File: src/rtl/result_writeback_pkg.sv
// result_writeback_pkg
//   Constants shared by the block collector (read side) and result_writeback
//   (write side). Both sides use the same word order and key offset, so
//   ciphertext lands on top of the plaintext it came from.
//   - Word 0 of a block is bits [127:96]; word 3 is bits [31:0].
//   - RAM words 0..3 hold the key, so block addresses are offset by KEY_WORDS.
//   Optional feature macro used by the write side: WB_SKID_EN.
package result_writeback_pkg;

   localparam int BLK_W          = 128;
   localparam int WORD_W         = 32;
   localparam int WORDS_PER_BLK  = 4;
   localparam int WCNT_W         = 2;
   localparam int DEST_W         = 12;
   localparam int KEY_WORDS      = 4;
   localparam int BASE_OFFSET_DEF = KEY_WORDS;

   localparam logic [WCNT_W-1:0] LAST_WORD = 2'd3;

   // Writeback FSM encodings
   localparam logic [1:0] ST_IDLE  = 2'd0;
   localparam logic [1:0] ST_WRITE = 2'd1;
   localparam logic [1:0] ST_DONE  = 2'd2;

   // Word idx of a 128-bit block, word 0 being the most significant.
   function automatic logic [WORD_W-1:0] wb_word(input logic [BLK_W-1:0] blk,
                                                 input logic [WCNT_W-1:0] idx);
      case (idx)
         2'd0:    return blk[127:96];
         2'd1:    return blk[95:64];
         2'd2:    return blk[63:32];
         default: return blk[31:0];
      endcase
   endfunction

endpackage

File: src/rtl/result_writeback_if.sv
// result_writeback_if
//   Bus between the round datapath (master: offers result blocks and watches
//   the RAM write port) and result_writeback (slave).
//   Master -> slave : data_in[127:0], dest_address[11:0], valid
//   Slave -> master : busy, address[ADDR_W-1:0], data_out[31:0],
//                     write_enable, done, overrun, word_cnt[1:0]
interface result_writeback_if #(
   parameter int unsigned ADDR_W = 32
);
   import result_writeback_pkg::*;

   logic [BLK_W-1:0]  data_in;
   logic [DEST_W-1:0] dest_address;
   logic              valid;
   logic              busy;
   logic [ADDR_W-1:0] address;
   logic [WORD_W-1:0] data_out;
   logic              write_enable;
   logic              done;
   logic              overrun;
   logic [WCNT_W-1:0] word_cnt;

   modport master (
      output data_in, dest_address, valid,
      input  busy, address, data_out, write_enable, done, overrun, word_cnt
   );

   modport slave (
      input  data_in, dest_address, valid,
      output busy, address, data_out, write_enable, done, overrun, word_cnt
   );

endinterface

File: src/rtl/result_writeback_skid_slot.sv
// wb_skid_slot
//   One-entry pending slot for a result block that arrives while the writer
//   is busy. Only instantiated when WB_SKID_EN is defined.
//   Ports: CLK, RST (async, active-high)
//          i_valid  : load i_data/i_addr into the slot
//          i_pop    : slot contents consumed this cycle
//          o_valid  : an entry is available to pop
//          o_full   : slot occupied (a new offer would be dropped)
//          o_data, o_addr : held entry
//   A fill and a pop in the same cycle leave the slot full with the new entry.
module wb_skid_slot
   import result_writeback_pkg::*;
#(
   parameter int unsigned ADDR_W = 32
) (
   input  logic              CLK,
   input  logic              RST,
   input  logic              i_valid,
   input  logic [BLK_W-1:0]  i_data,
   input  logic [ADDR_W-1:0] i_addr,
   input  logic              i_pop,
   output logic              o_valid,
   output logic              o_full,
   output logic [BLK_W-1:0]  o_data,
   output logic [ADDR_W-1:0] o_addr
);

   logic              r_full;
   logic [BLK_W-1:0]  r_data;
   logic [ADDR_W-1:0] r_addr;

   always_ff @(posedge CLK or posedge RST) begin
      if (RST) begin
         r_full <= 1'b0;
         r_data <= '0;
         r_addr <= '0;
      end else if (i_valid) begin
         r_full <= 1'b1;
         r_data <= i_data;
         r_addr <= i_addr;
      end else if (i_pop) begin
         r_full <= 1'b0;
      end
   end

   assign o_valid = r_full;
   assign o_full  = r_full;
   assign o_data  = r_data;
   assign o_addr  = r_addr;

endmodule

File: src/rtl/result_writeback.sv
// result_writeback
//   Serialises one 128-bit result block into four consecutive 32-bit RAM
//   writes at (dest_address + BASE_OFFSET) + 0..3, word 0 first.
//   Ports: CLK, RST (async, active-high), bus (result_writeback_if.slave):
//     in : data_in, dest_address, valid (one-cycle strobe)
//     out: busy, address, data_out, write_enable, done, overrun, word_cnt
//   All outputs are registered. The first word is on the RAM port in the
//   cycle right after valid; done pulses the cycle after the fourth word.
//   address/data_out hold their last values while write_enable is low.
//   Macro WB_SKID_EN: adds a one-entry pending slot (wb_skid_slot) so a
//   block offered while busy is kept rather than dropped; overrun then only
//   pulses when the slot is already occupied.
module result_writeback
   import result_writeback_pkg::*;
#(
   parameter int unsigned ADDR_W      = 32,
   parameter int unsigned BASE_OFFSET = BASE_OFFSET_DEF
) (
   input logic               CLK,
   input logic               RST,
   result_writeback_if.slave bus
);

   logic [1:0]        r_state;
   logic [BLK_W-1:0]  r_hold;
   logic [ADDR_W-1:0] r_base;
   logic [ADDR_W-1:0] r_addr;
   logic [WORD_W-1:0] r_dout;
   logic [WCNT_W-1:0] r_wcnt;
   logic              r_we;
   logic              r_done;
   logic              r_ovr;
   logic              r_busy;

   logic [1:0]        w_nxt_state;
   logic              w_start;
   logic              w_ovr;
   logic              w_busy_nxt;
   logic [ADDR_W-1:0] w_in_base;
   logic [BLK_W-1:0]  w_start_data;
   logic [ADDR_W-1:0] w_start_base;
   logic [WCNT_W-1:0] w_nidx;

   // Modulo 2^ADDR_W; no saturation on wrap.
   assign w_in_base = ADDR_W'(bus.dest_address) + ADDR_W'(BASE_OFFSET);
   assign w_nidx    = r_wcnt + 2'd1;

`ifdef WB_SKID_EN
   logic              w_fill;
   logic              w_pop;
   logic              w_slot_vld;
   logic              w_slot_full;
   logic [BLK_W-1:0]  w_slot_data;
   logic [ADDR_W-1:0] w_slot_addr;

   wb_skid_slot #(.ADDR_W(ADDR_W)) u_slot (
      .CLK     (CLK),
      .RST     (RST),
      .i_valid (w_fill),
      .i_data  (bus.data_in),
      .i_addr  (w_in_base),
      .i_pop   (w_pop),
      .o_valid (w_slot_vld),
      .o_full  (w_slot_full),
      .o_data  (w_slot_data),
      .o_addr  (w_slot_addr)
   );

   // A pending block always wins over a fresh offer; the fresh one refills.
   assign w_start_data = w_pop ? w_slot_data : bus.data_in;
   assign w_start_base = w_pop ? w_slot_addr : w_in_base;
   // Busy also covers a block waiting in the slot.
   assign w_busy_nxt   = (w_nxt_state == ST_WRITE) | w_fill | (w_slot_full & ~w_pop);
`else
   assign w_start_data = bus.data_in;
   assign w_start_base = w_in_base;
   assign w_busy_nxt   = (w_nxt_state == ST_WRITE);
`endif

   always_comb begin
      w_nxt_state = r_state;
      w_start     = 1'b0;
      w_ovr       = 1'b0;
`ifdef WB_SKID_EN
      w_fill      = 1'b0;
      w_pop       = 1'b0;
`endif
      case (r_state)
         ST_IDLE: begin
            if (bus.valid) begin
               w_start     = 1'b1;
               w_nxt_state = ST_WRITE;
            end
         end
         ST_WRITE: begin
            if (r_wcnt == LAST_WORD) w_nxt_state = ST_DONE;
`ifdef WB_SKID_EN
            if (bus.valid) begin
               if (w_slot_full) w_ovr  = 1'b1;
               else             w_fill = 1'b1;
            end
`else
            w_ovr = bus.valid;
`endif
         end
         ST_DONE: begin
`ifdef WB_SKID_EN
            if (w_slot_vld) begin
               w_start     = 1'b1;
               w_pop       = 1'b1;
               w_fill      = bus.valid;
               w_nxt_state = ST_WRITE;
            end else if (bus.valid) begin
               w_start     = 1'b1;
               w_nxt_state = ST_WRITE;
            end else begin
               w_nxt_state = ST_IDLE;
            end
`else
            if (bus.valid) begin
               w_start     = 1'b1;
               w_nxt_state = ST_WRITE;
            end else begin
               w_nxt_state = ST_IDLE;
            end
`endif
         end
         default: w_nxt_state = ST_IDLE;
      endcase
   end

   always_ff @(posedge CLK or posedge RST) begin
      if (RST) begin
         r_state <= ST_IDLE;
         r_hold  <= '0;
         r_base  <= '0;
         r_addr  <= '0;
         r_dout  <= '0;
         r_wcnt  <= '0;
         r_we    <= 1'b0;
         r_done  <= 1'b0;
         r_ovr   <= 1'b0;
         r_busy  <= 1'b0;
      end else begin
         r_state <= w_nxt_state;
         r_ovr   <= w_ovr;
         r_busy  <= w_busy_nxt;
         r_done  <= 1'b0;
         if (w_start) begin
            // Word 0 goes out on the very next cycle, straight from the input.
            r_hold <= w_start_data;
            r_base <= w_start_base;
            r_wcnt <= '0;
            r_we   <= 1'b1;
            r_addr <= w_start_base;
            r_dout <= wb_word(w_start_data, 2'd0);
         end else if (r_state == ST_WRITE) begin
            if (r_wcnt == LAST_WORD) begin
               // address/data_out/word_cnt keep the last word.
               r_we   <= 1'b0;
               r_done <= 1'b1;
            end else begin
               r_wcnt <= w_nidx;
               r_addr <= r_base + ADDR_W'(w_nidx);
               r_dout <= wb_word(r_hold, w_nidx);
            end
         end
      end
   end

   assign bus.busy         = r_busy;
   assign bus.address      = r_addr;
   assign bus.data_out     = r_dout;
   assign bus.write_enable = r_we;
   assign bus.done         = r_done;
   assign bus.overrun      = r_ovr;
   assign bus.word_cnt     = r_wcnt;

endmodule

File: src/flat_wrapper.sv
// flat-port wrapper written by rule: the top's interface ports become plain ports
module result_writeback_flat import result_writeback_pkg::*;
#(
   parameter int unsigned ADDR_W      = 32,
   parameter int unsigned BASE_OFFSET = BASE_OFFSET_DEF
)
  (CLK, RST, bus_data_in, bus_dest_address, bus_valid, bus_busy, bus_address, bus_data_out, bus_write_enable, bus_done, bus_overrun, bus_word_cnt);
  result_writeback_if #(.ADDR_W(ADDR_W)) bus_i ();
  input logic CLK;
  input logic RST;
  input wire logic [$bits(bus_i.data_in)-1:0] bus_data_in;
  input wire logic [$bits(bus_i.dest_address)-1:0] bus_dest_address;
  input wire logic [$bits(bus_i.valid)-1:0] bus_valid;
  output wire logic [$bits(bus_i.busy)-1:0] bus_busy;
  output wire logic [$bits(bus_i.address)-1:0] bus_address;
  output wire logic [$bits(bus_i.data_out)-1:0] bus_data_out;
  output wire logic [$bits(bus_i.write_enable)-1:0] bus_write_enable;
  output wire logic [$bits(bus_i.done)-1:0] bus_done;
  output wire logic [$bits(bus_i.overrun)-1:0] bus_overrun;
  output wire logic [$bits(bus_i.word_cnt)-1:0] bus_word_cnt;
  assign bus_i.data_in = bus_data_in;
  assign bus_i.dest_address = bus_dest_address;
  assign bus_i.valid = bus_valid;
  assign bus_busy = bus_i.busy;
  assign bus_address = bus_i.address;
  assign bus_data_out = bus_i.data_out;
  assign bus_write_enable = bus_i.write_enable;
  assign bus_done = bus_i.done;
  assign bus_overrun = bus_i.overrun;
  assign bus_word_cnt = bus_i.word_cnt;
  result_writeback #(.ADDR_W(ADDR_W), .BASE_OFFSET(BASE_OFFSET)) u_core (.CLK(CLK), .RST(RST), .bus(bus_i));
endmodule
File: config.mk
export PLATFORM = sky130hd
export DESIGN_NAME = result_writeback_flat
export DESIGN_NICKNAME = d
export VERILOG_FILES = /design/src/rtl/result_writeback_pkg.sv /design/src/rtl/result_writeback_if.sv /design/src/rtl/result_writeback_skid_slot.sv /design/src/rtl/result_writeback.sv /design/src/flat_wrapper.sv
export SDC_FILE = /design/constraint.sdc
export NUM_CORES = 1
export LEC_CHECK = 0
export CAP_MARGIN = 20
export CORE_MARGIN = 2
export CORE_UTILIZATION = 50
export CTS_BUF_LIST = sky130_fd_sc_hd__clkbuf_4 sky130_fd_sc_hd__clkbuf_8
export DETAILED_ROUTE_END_ITERATION = 7
export GPL_ROUTABILITY_DRIVEN = 0
export PLACE_DENSITY = 0.8
export SYNTH_ARGS = -nofsm -noshare
export SYNTH_HDL_FRONTEND = slang
export SYNTH_SLANG_ARGS = --single-unit
File: constraint.sdc
create_clock -name CLK -period 14.6 [get_ports CLK]
set_clock_uncertainty 0.05 [all_clocks]
set_input_delay 2.92 -clock CLK [delete_from_list [all_inputs] [get_ports CLK]]
set_output_delay 2.92 -clock CLK [all_outputs]
set_load 0.005 [all_outputs]
### After elaboration in Yosys (flattened, before gate mapping)

Cells that the tools add are included.

* bits in registers: 232
* input bits: 143
* logic and storage cells: 50

* add/subtract/negate cells: 3
* eq/ne operators: 7
* muxes and demuxes: 23
* reduce and logical (&&, ||, !) cells: 7

Operators by type and width (count)
* $mux W32: 6
* $pmux W32 S3: 1
* $add A32 B2 Y32: 1
* $add A12 B3 Y13 const B: 1
* $mux W1: 10
* $mux W2: 5
* $eq A2 B1 Y1 const B: 3
* $eq A2 B2 Y1 const B: 3
* $pmux W2 S3: 1
* $logic_not A2 Y1: 2
* $reduce_and A2 Y1: 2
* $reduce_bool A2 Y1: 2
* $add A2 B1 Y2 const B: 1
* $ne A2 B1 Y1 const B: 1
* $reduce_or A2 Y1: 1

### Depth between registers and ports, before layout

Gate-level depths: netlist of run 1.

* depth after elaboration: 6
* mapped depth: 8
* gate-level depth less buffers: 7

### Least setup slack after synthesis of run 1

Ideal clock, no wire load.

* path type: input-to-reg
* start point: input port bus_valid
* end point: register u_core.r_base[11]
* arrival: 3.804 ns
* data required time: 14.409 ns
* setup slack: 10.604 ns
* cell stages on the path: 5
* path through: nor2b_1 -> buf_2 -> clkbuf_1 -> clkbuf_1 -> a31oi_1

* longest elaborated chain between the ends: 2

Ends and longest elaborated chain
* start, declared: RTL line flat_wrapper.sv:13 `input wire logic [$bits(bus_i.valid)-1:0] bus_valid;`
* $mux W1: RTL line result_writeback.sv:90, result_writeback.sv:120
* $mux W1
* end signal, assigned: RTL line result_writeback.sv:152 `r_base <= w_start_base;`
* end, declared: RTL line result_writeback.sv:26 `logic [ADDR_W-1:0] r_base;`

No other way between the ends.
A chain may end at the register's enable or synchronous reset.

### Worst setup path in the final report of run 1

* start point: input port bus_valid
* end point: register u_core.r_we, in the netlist u_core.bus.write_enable

* longest elaborated chain between the ends: 4
* elaborated cells between the ends (all ways): 6
* classes of those cells: mux (3); reduce/logical (3)

Ends and longest elaborated chain
* $mux W1 *: RTL line result_writeback.sv:90, result_writeback.sv:120
* $mux W1 *
* $reduce_bool A2 Y1 (no line)
* $reduce_and A2 Y1 (no line)
* end signal, assigned: RTL line result_writeback.sv:140 `r_we <= 1'b0;`
* end signal, assigned: RTL line result_writeback.sv:154 `r_we <= 1'b1;`
* end signal, assigned: RTL line result_writeback.sv:160 `r_we <= 1'b0;`
* end, declared: RTL line result_writeback.sv:30 `logic r_we;`

Mark *: on every way between the ends. The rest lies on a longest branch, timed or not.

==> results of run 1 <==
==> final cells by class <==
type / count / area [sq um]
antenna: 1 / 2.50
clock buffer: 19 / 255
clock inverter: 12 / 180
inverter: 4 / 22.5
fill: 1488 / 6000
sequential: 195 / 4880
tap: 225 / 282
timing repair buffer: 205 / 2060
multi-input combinational: 772 / 3610
==> cells in the mapped netlist (all sizes together) <==
cell type / count / area share, %
nand2: 481 / 20
dfrtp: 195 / 55
a21oi: 65 / 3.7
clkbuf: 53 / 2.3
o21ai: 51 / 2.9
nor2: 41 / 1.7
buf: 33 / 2.3
a222oi: 32 / 3.6
nand3: 12 / 0.68
ha: 8 / 1.1
nand4: 7 / 0.67
nor3: 7 / 0.40
xnor2: 6 / 0.60
and2: 5 / 0.35
xor2: 5 / 0.50
inv: 4 / 0.17
nor3b: 4 / 0.34
o21a: 4 / 0.34
mux2i: 3 / 0.34
o211ai: 3 / 0.26
a21boi: 2 / 0.17
a31oi: 2 / 0.14
and4: 2 / 0.20
nor2b: 2 / 0.14
o31ai: 2 / 0.17
a211oi: 1 / 0.085
a21o: 1 / 0.085
a221oi: 1 / 0.099
conb: 1 / 0.043
fa: 1 / 0.23
mux2: 1 / 0.13
nand2b: 1 / 0.071
nand3b: 1 / 0.085
o32ai: 1 / 0.099
or3b: 1 / 0.099
or4: 1 / 0.13
==> worst min path at each step <==
stage                                  start  cells after the start  slack (ps)            endpoint
final                      u_core.r_hold[14]                      2         430   u_core.r_hold[14]
after global routing      u_core.r_hold[118]                      2         450  u_core.r_hold[118]
after CTS                  u_core.r_hold[70]                      2         440   u_core.r_hold[70]
after detailed placement   u_core.r_hold[43]                      2         410   u_core.r_hold[43]
after global placement     u_core.r_hold[36]                      2         410   u_core.r_hold[36]
after floorplan            u_core.r_hold[32]                      2         390   u_core.r_hold[32]
==> sequential cells by signal, indices dropped and copies added, names as in the netlist <==
| register | cells |
|---|---|
| u_core.bus.busy | 1 |
| u_core.r_hold | 128 |
| u_core.bus.overrun | 1 |
| u_core.r_base | 13 |
| u_core.bus.word_cnt | 2 |
| u_core.bus.write_enable | 1 |
| u_core.bus.address | 14 |
| u_core.bus.done | 1 |
| u_core.bus.data_out | 32 |
| u_core.r_state | 2 |
==> power by group through the flow <==
stage | combinational (uW) | sequential, uW | clock (uW)
floorplan | 618 | 932 | 0
global placement | 939 | 953 | 0
CTS | 974 | 956 | 390
finish | 976 | 959 | 380
global route | 1100 | 988 | 411
detailed placement | 970 | 964 | 0
==> logic make-up after synthesis <==
family | share of synthesized area [%]
compound gates | 11.7
xor+xnor | 1.09
fa+ha+maj | 1.36
buf+inv | 4.71
flops | 55.3
mux | 0.468
other cells | 0.0425
simple gates | 25.4
==> through the flow <==
stage	hold slack [ps]	power [uW]	cells	instance area, sq um
floorplan	395	1550	1057	8890
global placement	407	1890	1399	10800
detailed placement	412	1930	1399	10800
CTS	435	2320	1430	11200
global route	449	2500	1433	11300
finish	430	2320	1433	11300
==> per-layer routing <==
layer / track usage, % / up-vias
met5: 0 / -
met4: 11.6 / 0
met3: 3.93 / 38
met2: 40.0 / 292
met1: 33.6 / 3682
li1: - / 3681
==> worst reg2reg max path, delay by kind of cell (launching register included) <==
kind,cells,cell delay [ps]
buffers and inverters,1,1000
AND/OR/NAND/NOR,1,710
flip-flops,1,450
AO/OA/AOI/OAI,1,300
==> results by stage, run 1 <==
Setup path:
- Grouping stages by cell kind, the critical path spends the most delay in buffers and inverters.
- Walking the worst path, the cells encountered are clkdlybuf4s50_1, nand2b_4, buf_4, o21ai_0.
- At the worst endpoint, the arrival time is 5330 ps.
- The class of the most critical setup path is in2reg.
- Along the worst path, the maximum fanout reaches 105.
- Counting buffers and inverters, the worst setup path is 4 cells deep.
- In this run the register-to-register setup slack is 11910 ps.
- The launch point of the worst path is bus_valid.
- The worst-path cell with the longest stage delay is sky130_fd_sc_hd__buf_4.
- The origin of the critical flop-to-flop path is u_core.r_state[0].
- The critical path contains buffers and inverters numbering 2 combined.
- The critical register-to-register path endpoint is u_core.bus.write_enable.
- The critical path ends at u_core.bus.write_enable.
- The worst endpoint required time is 14810 ps.
- The worst register-to-register path has a depth of 3.
- The critical path's largest stage delay is 930 ps.
- The worst setup path is captured at a flip-flop.
- The worst setup path is launched from an input pin.

Placed design:
- In this run the tool buffered the top-level ports with 194 buffer cells.
- Before CTS, the worst setup slack after placement is 9060 ps.
- The detailed-placement wirelength estimate is 14600 um.

STA:
- For the pin with the worst max-slew slack, the measured transition is 1030 ps.
- The number of failing hold endpoints at the final stage is 0.
- Adding up every negative setup slack in the final design gives 0 ps.
- Setup repair after global routing left no endpoint under its margin.
- The fraction of the cycle the final worst path needs is 35.1%.
- The max-slew headroom at the worst pin is 31.0%.
- Setup slack on the critical path of the routed design comes to 9480 ps.
- The routed design could run at a clock period as short as 5120 ps.
- The final count of pins violating max slew is 0.
- Timing would allow up to 195 MHz.
- Setup violations remaining at the end of the flow were counted as 0.

Drt:
- The detailed router finished its first iteration with 734 violations.
- The number of iterations in the first detailed-routing pass is 5.
- In the routed layout, each cell is associated on average with a via count of 5.37.
- The routed design uses 1210 um of met3 wire.
- Once detail routing completed, the nets flagged for antenna violations numbered 0.
- After detailed routing, the average wire length per cell comes to 16.0 um.
- The routed design has 22900 um of wire.
- The post-route met1 wirelength is 9860 um.
- Across all layers, the routed design uses 7693 vias.
- Wire segments on met2 add up to 11200 um in the final route.
- The highest layer touched by signal routing is met4.
- The post-route DRC violation count is 0.

Final layout:
- The top cell types in the final layout, fill and taps aside, are sky130_fd_sc_hd__nand2_1 (481), sky130_fd_sc_hd__dfrtp_1 (195), sky130_fd_sc_hd__clkdlybuf4s50_1 (194), sky130_fd_sc_hd__a21oi_1 (65), sky130_fd_sc_hd__o21ai_0 (51).
- Leaving out fill and tap cells, the most frequent cell in the layout is sky130_fd_sc_hd__nand2_1.
- Compared with the post-synthesis result, the final layout area differs by 28.0%.
- The final layout contains 1347 nets.
- The share of final-layout standard cells stronger than drive strength 1 is 4.23%.
- The share of the core filled with cells in the final layout is 65.3%.

Clock network:
- The deepest level of the CTS H-tree is 4.
- The post-CTS setup repair buffer count is 0.
- The total CTS buffers is 17.
- The number of clock sinks is 195.
- The clock reaches the later pin of the worst-skew pair after 450 ps.
- After clock tree synthesis, the repair step resized 0 gates.
- The CTS tree is built.
- In this run, post-CTS hold repair placed 0 buffers.
- The clock root buffer is sky130_fd_sc_hd__clkbuf_8.
- The number of buffers between clock root and the deepest sink is 2.
- After clock tree synthesis, the clock-pin slew on the worst setup and hold paths is 80 ps.

Die:
- The overall die area is 18700 sq um.
- The y dimension of the die is 137 um.
- For this configuration, the core starts out at a cell density of 51.0%.
- The core region is 17300 sq um.
- Row generation in the floorplan step produced 48 rows.
- The floorplan step set the die width to 137 um.
- In this run the count of I/O pins placed on the die edge is 213.

Outcome:
- The flow ran to the end, and the final reports show no timing, DRC or antenna violations.

Global routing:
- The number of antenna violations at the first check in global routing is 1.
- Entering global routing, the biggest net connects 116 pins.
- The wire length of the first global-routing pass is 36400 um.
- The number of global-route vias before repair is 7396.
- Global routing used 25.0% of the available tracks.
- For this run the aggregate overflow at the end of global routing stands at 0.

Pwr:
- The power dissipated by switching net loads is 891 uW.
- Dividing total power by cell area gives a power density of 205 nW/um^2.
- The leakage dissipation is 0.00530 uW.
- The share of total power dissipated in combinational logic is 42.2%.
- Internal power comes to 1420 uW.
- The clock group share of total power is 16.4%.
- The proportion of power drawn by flip-flops and latches is 41.4%.
- The peak ir drop on the vdd network is 116 uV.
- Net switching is 38.5% of the power.

Synthesis:
- Synthesis inferred 195 register bits.
- The number of distinct standard cells referenced by the synthesized netlist is 39.
- The synthesized area divided by synthesized cell count is 8.48 sq um.
- For this run, the register share of the synthesized area comes to 55.3%.
- Synthesis handed over a netlist of 1040 instances.
- The number of warnings reported in the yosys synthesis log is 0.
- The netlist area before placement is 8820 sq um.

Hold path:
- The min-delay analysis places its worst path in the category reg2reg.

Flow run:
- The tool flagged a number of max-cap violations equal to 0.
(Power assumes the default switching activity.)
==> run 2, diff against run 1 <==
==> constraint.sdc (replaced) <==
create_clock -name CLK -period 5.1 [get_ports CLK]
set_clock_uncertainty 0.05 [all_clocks]
set_input_delay 1.02 -clock CLK [delete_from_list [all_inputs] [get_ports CLK]]
set_output_delay 1.02 -clock CLK [all_outputs]
set_load 0.005 [all_outputs]
==> results by stage, run 2 (synthesized netlist as in run 1, its figures left out) <==
Setup path:
- The worst setup path is of the in2reg kind.
- The maximum fanout along the worst path is 76 (-28%).
- The most critical setup path has its startpoint at bus_valid.
- The worst endpoint required time came to 5440 ps (-9370 ps).
- The endpoint type of the worst setup path is a flip-flop.
- The setup slack on the worst flop-to-flop path came to 2720 ps (-9190 ps).
- The critical path arrival is 3080 ps (-2250 ps).
- The origin of the critical flop-to-flop path is u_core.bus.word_cnt[0].
- The startpoint kind of the worst setup timing path is an input pin.

Clock network:
- The CTS tree is built.
- The deepest level of the CTS H-tree is 4 (unchanged).
- The number of buffers between clock root and the deepest sink is 2 (unchanged).
- The clock transition at the registers of the reported paths came to 90 ps (about the same).
- The post-cts repair resize count is 0 (unchanged).
- The hold buffer count at cts came to 0 (unchanged).
- The post-CTS setup repair buffer count was 0 (unchanged).
- The clock insertion delay at the later pin of the skew report is 460 ps (about the same).
- The number of clock sinks is 195 (unchanged).
- The total CTS buffers is 17 (unchanged).
- The tree is rooted in a sky130_fd_sc_hd__clkbuf_8.

STA:
- Subtracting the final worst setup slack from the clock period gives 2740 ps.
- The final sum of negative setup slack is 0 ps (unchanged).
- The worst hold slack after final layout is 432 ps (+1.54 ps).
- The setup-violating endpoint count in the final report is 0 (unchanged).
- The transition time at the pin with the least slew margin is 1140 ps (+104 ps).
- The fraction of the cycle the final worst path needs is 53.8%.
- The max-slew headroom at the worst pin is 24.1% (-7.0 points).
- Based on the critical path, the design can be clocked at up to 364 MHz.
- The number of failing hold endpoints at the final stage is 0 (unchanged).
- The final count of pins violating max slew is 0 (unchanged).
- Setup repair after global routing left no endpoint under its margin.

Global routing:
- The wire length of the first global-routing pass is 36000 um (-1.0%).
- The number of antenna violations at the first check in global routing is 2 (+1).
- The final global-route overflow total is 0 (unchanged).
- The global-route usage over all layers is 24.7% (-0.33 points).
- The number of global-route vias before repair is 7206 (-2.6%).
- The maximum number of pins on one net before global-route repair is 196 (+69%).

Drt:
- The post-route DRC violation count was 2 (+2).
- The DRC violation total after the first TritonRoute iteration is 649 (-12%).
- The total number of vias is 7637 (-0.73%).
- The number of iterations in the first detailed-routing pass is 8 (+3).
- The per-cell via count in the routed design is 5.33 (-0.80%).
- The final wirelength is 22500 um (-1.5%).
- The number of nets with antenna violations after routing came to 0 (unchanged).
- The average routed wire per standard cell is 15.7 um (-1.6%).

Pwr:
- The leakage dissipation is 0.00530 uW (-0.17%).
- The overall power of the completed layout is 6560 uW (+180%).
- The power per standard cell area is 580 nW/um^2 (+180%).
- The peak ir drop on the vdd network came to 363 uV (+210%).

Flow run:
- The count of max-cap constraint violations is 0 (unchanged).

Final layout:
- Leaving out fill and tap cells, the most frequent cell in the layout is sky130_fd_sc_hd__nand2_1.
- The count of fill cells added during filler insertion is 1442 (-3.1%).
- In the layout the commonest cells are sky130_fd_sc_hd__nand2_1 (481), sky130_fd_sc_hd__dfrtp_1 (195), sky130_fd_sc_hd__clkdlybuf4s50_1 (194), sky130_fd_sc_hd__a21oi_1 (65), sky130_fd_sc_hd__o21ai_0 (51).
- The area growth from synthesis to layout is 28.2%.
- The number of nets at the end of the flow is 1347 (unchanged).
- The most flop-heavy register is u_core.r_hold.
- The share of final-layout standard cells stronger than drive strength 1 is 4.30% (+0.079 points).
- The number of flip-flops under the largest register name is 128 (unchanged).

Outcome:
- The final reports fail on DRC.
- The flow ran to the end, but the final reports show violations.

Placed design:
- The number of buffers added on ports is 194 (unchanged).
- The detailed-placement wirelength estimate was 14300 um (-1.5%).

Die:
- The area of the core is 17300 sq um (unchanged).
- The initial cell density of the core is 51.0% (unchanged).
- The die outline width is 137 um (unchanged).
- The y dimension of the die was 137 um (unchanged).
- The floorplan row count is 48 (unchanged).
- The top-level port count was 213 (unchanged).
- The overall die area came to 18700 sq um (unchanged).

Hold path:
- The tightest min-delay check is of the reg2reg type.
- The source of the worst hold timing path is u_core.r_hold[29].
## run 2: final cells by class
type                    count  area (sq um)  share of cell area [%]
inverters                   4          18.8                   0.166
well taps                 225           282                    2.49
clock inverters            12           130                    1.15
flip-flops and latches    195          4880                    43.1
clock buffers              20           269                    2.38
multi-input cells         772          3610                    32.0
diodes                      1          2.50                  0.0221
repair buffers            205          2110                    18.7
## run 2: worst paths after layout
check	endpoint	cells past startpoint
max	u_core.bus.data_out[28]	5
min	u_core.r_hold[29]	2
max reg2reg	u_core.bus.address[9]	6
min reg2reg	u_core.r_hold[29]	2
max in group asynchronous	u_core.r_hold[82]	3
min in group asynchronous	u_core.r_hold[39]	3
## run 2: stage by stage
stage | std cells | setup WS [ps] | util, % | instance area, sq um
finish | 1434 | 2360 | 65.4 | 11300
global placement | 1399 | 1950 | 62.8 | 10900
detailed placement | 1399 | 1900 | 62.8 | 10900
global route | 1434 | 2210 | 65.4 | 11300
CTS | 1431 | 2390 | 65.1 | 11300
floorplan | 1057 | 1510 | - | 8890
## run 2: where the power goes
| group | internal (uW) | total, uW | leakage, uW | switching [uW] |
|---|---|---|---|---|
| clock | 467 | 1010 | 0.000191 | 542 |
| combinational | 1270 | 2810 | 0.00271 | 1540 |
| sequential | 2290 | 2750 | 0.00240 | 454 |
## run 2: routing by layer
metal / share of wire [%] / vias up / GRT usage [%]
li1: - / 3683 / -
met1: 43 / 3650 / 33.8
met2: 50 / 269 / 39.8
met3: 4.9 / 33 / 3.56
met4: 2.1 / 2 / 9.79
met5: 0.058 / - / 0
## run 2: critical path, stage by stage
cell and delay, ps:
sky130_fd_sc_hd__clkdlybuf4s50_1 550, sky130_fd_sc_hd__nor2b_4 840, sky130_fd_sc_hd__buf_12 400, sky130_fd_sc_hd__a21oi_1 70, sky130_fd_sc_hd__a21oi_1 170
==> run 3, diff against run 2 <==
--- a/config.mk
+++ b/config.mk
@@ -7,11 +7,11 @@
 export LEC_CHECK = 0
 export CAP_MARGIN = 20
 export CORE_MARGIN = 2
-export CORE_UTILIZATION = 50
+export CORE_UTILIZATION = 47
 export CTS_BUF_LIST = sky130_fd_sc_hd__clkbuf_4 sky130_fd_sc_hd__clkbuf_8
 export DETAILED_ROUTE_END_ITERATION = 7
 export GPL_ROUTABILITY_DRIVEN = 0
-export PLACE_DENSITY = 0.8
+export PLACE_DENSITY = 0.79
 export SYNTH_ARGS = -nofsm -noshare
 export SYNTH_HDL_FRONTEND = slang
 export SYNTH_SLANG_ARGS = --single-unit
==> constraint.sdc (replaced) <==
create_clock -name CLK -period 2.2 [get_ports CLK]
set_clock_uncertainty 0.05 [all_clocks]
set_input_delay 0.44 -clock CLK [delete_from_list [all_inputs] [get_ports CLK]]
set_output_delay 0.44 -clock CLK [all_outputs]
set_load 0.005 [all_outputs]
==> results by stage, run 3 (synthesized netlist as in run 1, its figures left out) <==
STA:
- The number of failing hold endpoints at the final stage is 0 (unchanged).
- The fraction of the cycle the final worst path needs is 94.4%.
- The transition time at the pin with the least slew margin was 517 ps (-622 ps).
- The worst hold slack after final layout came to 235 ps (-197 ps).
- The setup-violating endpoint count in the final report is 0 (unchanged).
- The max-slew headroom at the worst pin came to 65.5% (+41 points).
- The achievable frequency is 482 MHz.
- The worst path needs 2080 ps of the cycle, external delays included.
- Setup repair after global routing left no endpoint under its margin.
- The final count of pins violating max slew is 0 (unchanged).

Outcome:
- The run finished with clean final reports.

Setup path:
- On the critical path the largest part of the delay comes from simple AND/OR/NAND/NOR gates.
- The worst-path cell with the longest stage delay is sky130_fd_sc_hd__or3b_2.
- The worst setup path is launched from a flip-flop.
- The worst endpoint required time is 2510 ps (-2930 ps).
- The worst path buffer plus inverter count came to 2 (unchanged).
- The maximum fanout along the worst path is 33 (-57%).
- The critical path arrival is 2390 ps (-690 ps).
- By startpoint and endpoint, the worst setup path is classified as reg2reg.
- The critical path's largest stage delay is 510 ps (-330 ps).
- The endpoint type of the worst setup path is a flip-flop.
- The signal on the critical path passes through buf_4, ha_1, or3b_2, buf_12, nand2_1, nor2_1, a221oi_1.

Final layout:
- The count of fill cells added during filler insertion is 1564 (+8.5%).
- The antenna diode count is 0 (-1).
- From synthesis to final layout, the design area changed by 31.0%.
- Leaving out fill and tap cells, the most frequent cells in the layout are sky130_fd_sc_hd__nand2_1 (481), sky130_fd_sc_hd__clkdlybuf4s50_1 (194), sky130_fd_sc_hd__dfrtp_1 (194), sky130_fd_sc_hd__a21oi_1 (65), sky130_fd_sc_hd__o21ai_0 (51).
- The library cell used most frequently in the layout, excluding fill and tap cells, is sky130_fd_sc_hd__nand2_1.
- The share of final-layout standard cells stronger than drive strength 1 is 6.34% (+2.0 points).
- The most flop-heavy register is u_core.r_hold.
- The final design area excluding fillers is 11600 sq um (+2.2%).
- The number of flip-flops under the largest register name is 128 (unchanged).
- The number of nets at the end of the flow was 1369 (+1.6%).

Placed design:
- The number of buffers added on ports is 194 (unchanged).
- The placed cell area is 11100 sq um (+2.5%).
- The detailed-placement wirelength estimate is 15400 um (+7.5%).

Pwr:
- The power per standard cell area is 1350 nW/um^2 (+130%).
- The leakage dissipation is 0.00543 uW (+2.4%).
- The share of power burned in combinational logic was 44.0% (+1.2 points).
- The proportion of power drawn by flip-flops and latches is 40.8% (-1.0 points).
- The switching share of power came to 39.5% (+0.92 points).
- The power dissipated by switching net loads is 6150 uW (+140%).
- The peak ir drop on the vdd network is 532 uV (+47%).
- The clock group share of total power is 15.2% (-0.2 points).
- The internal cell power was 9410 uW (+130%).

Die:
- The die outline width came to 141 um (+3.1%).
- The overall die area is 19900 sq um (+6.2%).
- The area of the core is 18600 sq um (+7.4%).
- The initial cell density of the core is 47.5% (-3.5 points).
- The floorplan row count is 50 (+4.2%).
- The top-level port count is 213 (unchanged).
- The y dimension of the die came to 141 um (+3.1%).

Global routing:
- The number of global-route vias before repair is 7455 (+3.5%).
- The number of antenna violations at the first check in global routing is 3 (+1).
- The final global-route overflow total is 0 (unchanged).
- The wire length of the first global-routing pass is 37700 um (+4.6%).
- The global-route usage over all layers is 23.7% (-0.96 points).
- The maximum number of pins on one net before global-route repair came to 96 (-51%).

Clock network:
- The total CTS buffers is 17 (unchanged).
- The number of buffers between clock root and the deepest sink is 2 (unchanged).
- TritonCTS built the clock tree.
- The clock insertion delay at the later pin of the skew report is 480 ps (+20 ps).
- The clock transition at the registers of the reported paths is 100 ps (about the same).
- The number of clock sinks is 195 (unchanged).
- The clock root buffer is sky130_fd_sc_hd__clkbuf_8.
- The deepest level of the CTS H-tree is 4 (unchanged).

Flow run:
- The count of max-cap constraint violations is 0 (unchanged).

Hold path:
- The type of the worst min-delay path is in2async.

Drt:
- The DRC violation total after the first TritonRoute iteration came to 665 (+2.5%).
- The average routed wire per standard cell is 15.8 um (+0.34%).
- The final wirelength is 23100 um (+2.4%).
- The total number of vias is 7735 (+1.3%).
- The number of nets with antenna violations after routing is 0 (unchanged).
- The per-cell via count in the routed design came to 5.28 (-0.79%).
- The number of iterations in the first detailed-routing pass is 7 (-1).
- The post-route DRC violation count is 0 (-2).
==> run 3: changes by cell type in the layout (fill, tap and decap cells not counted), moves of 3 or more <==
cell,before,now
sky130_fd_sc_hd__buf_4,5,21
sky130_fd_sc_hd__buf_12,4,12
sky130_fd_sc_hd__clkinvlp_4,6,2
sky130_fd_sc_hd__inv_6,2,6
sky130_fd_sc_hd__inv_8,0,3
==> run 3: timing repair <==
action | CTS | global route
hold buffers | 0 | 0
resized for setup | 0 | 3
endpoints found under the setup margin | 0 | 7
buffers inserted | 0 | 3
==> run 3: cell type report <==
cell class	count	area [sq um]	area share [%]
sequential	195	4880	42.2
clock inverter	15	163	1.41
multi-input combinational	772	3630	31.4
clock buffer	17	234	2.02
inverter	4	18.8	0.162
timing repair buffer	227	2340	20.2
tap	234	293	2.53
==> run 3: metal layers <==
metal / share of wire (%) / wire [um] / GRT usage [%]
met5: 0.13 / 30 / 0
met4: 1.6 / 361 / 6.84
met3: 6.4 / 1480 / 4.99
met2: 49 / 11200 / 38.8
met1: 43 / 10000 / 32.2
==> run 3: final timing paths <==
kind / startpoint / endpoint / slack (ps) / depth (start not counted)
min reg2reg: u_core.r_hold[14] / u_core.r_hold[14] / 430 / 2
max in group asynchronous: RST / u_core.r_hold[120] / 1170 / 3
min: RST / u_core.r_hold[8] / 240 / 2
max: u_core.bus.word_cnt[1] / u_core.bus.address[12] / 120 / 7
max reg2reg: u_core.bus.word_cnt[1] / u_core.bus.address[12] / 120 / 7
min in group CLK: bus_data_in[41] / u_core.r_hold[41] / 430 / 3
==> run 3: power groups by stage <==
| stage | Sequential (uW) | Clock (uW) | Combinational, uW |
|---|---|---|---|
| floorplan | 6180 | 0 | 4100 |
| global placement | 6330 | 0 | 6630 |
| detailed placement | 6400 | 0 | 6780 |
| CTS | 6330 | 2400 | 6820 |
| global route | 6540 | 2550 | 7680 |
| finish | 6350 | 2360 | 6840 |
==> run 3: through the flow <==
step                      util (%)  power (uW)  setup TNS, ps  worst slack [ps]  instances
final                         62.2       15600              0               123       1464
after global routing          62.2       16800              0              23.3       1464
after CTS                     62.0       15600              0              17.8       1461
after detailed placement      59.9       13200              0              37.0       1429
after global placement        59.9       13000              0              90.3       1429
after floorplan                  -       10300        -157640              -808       1057
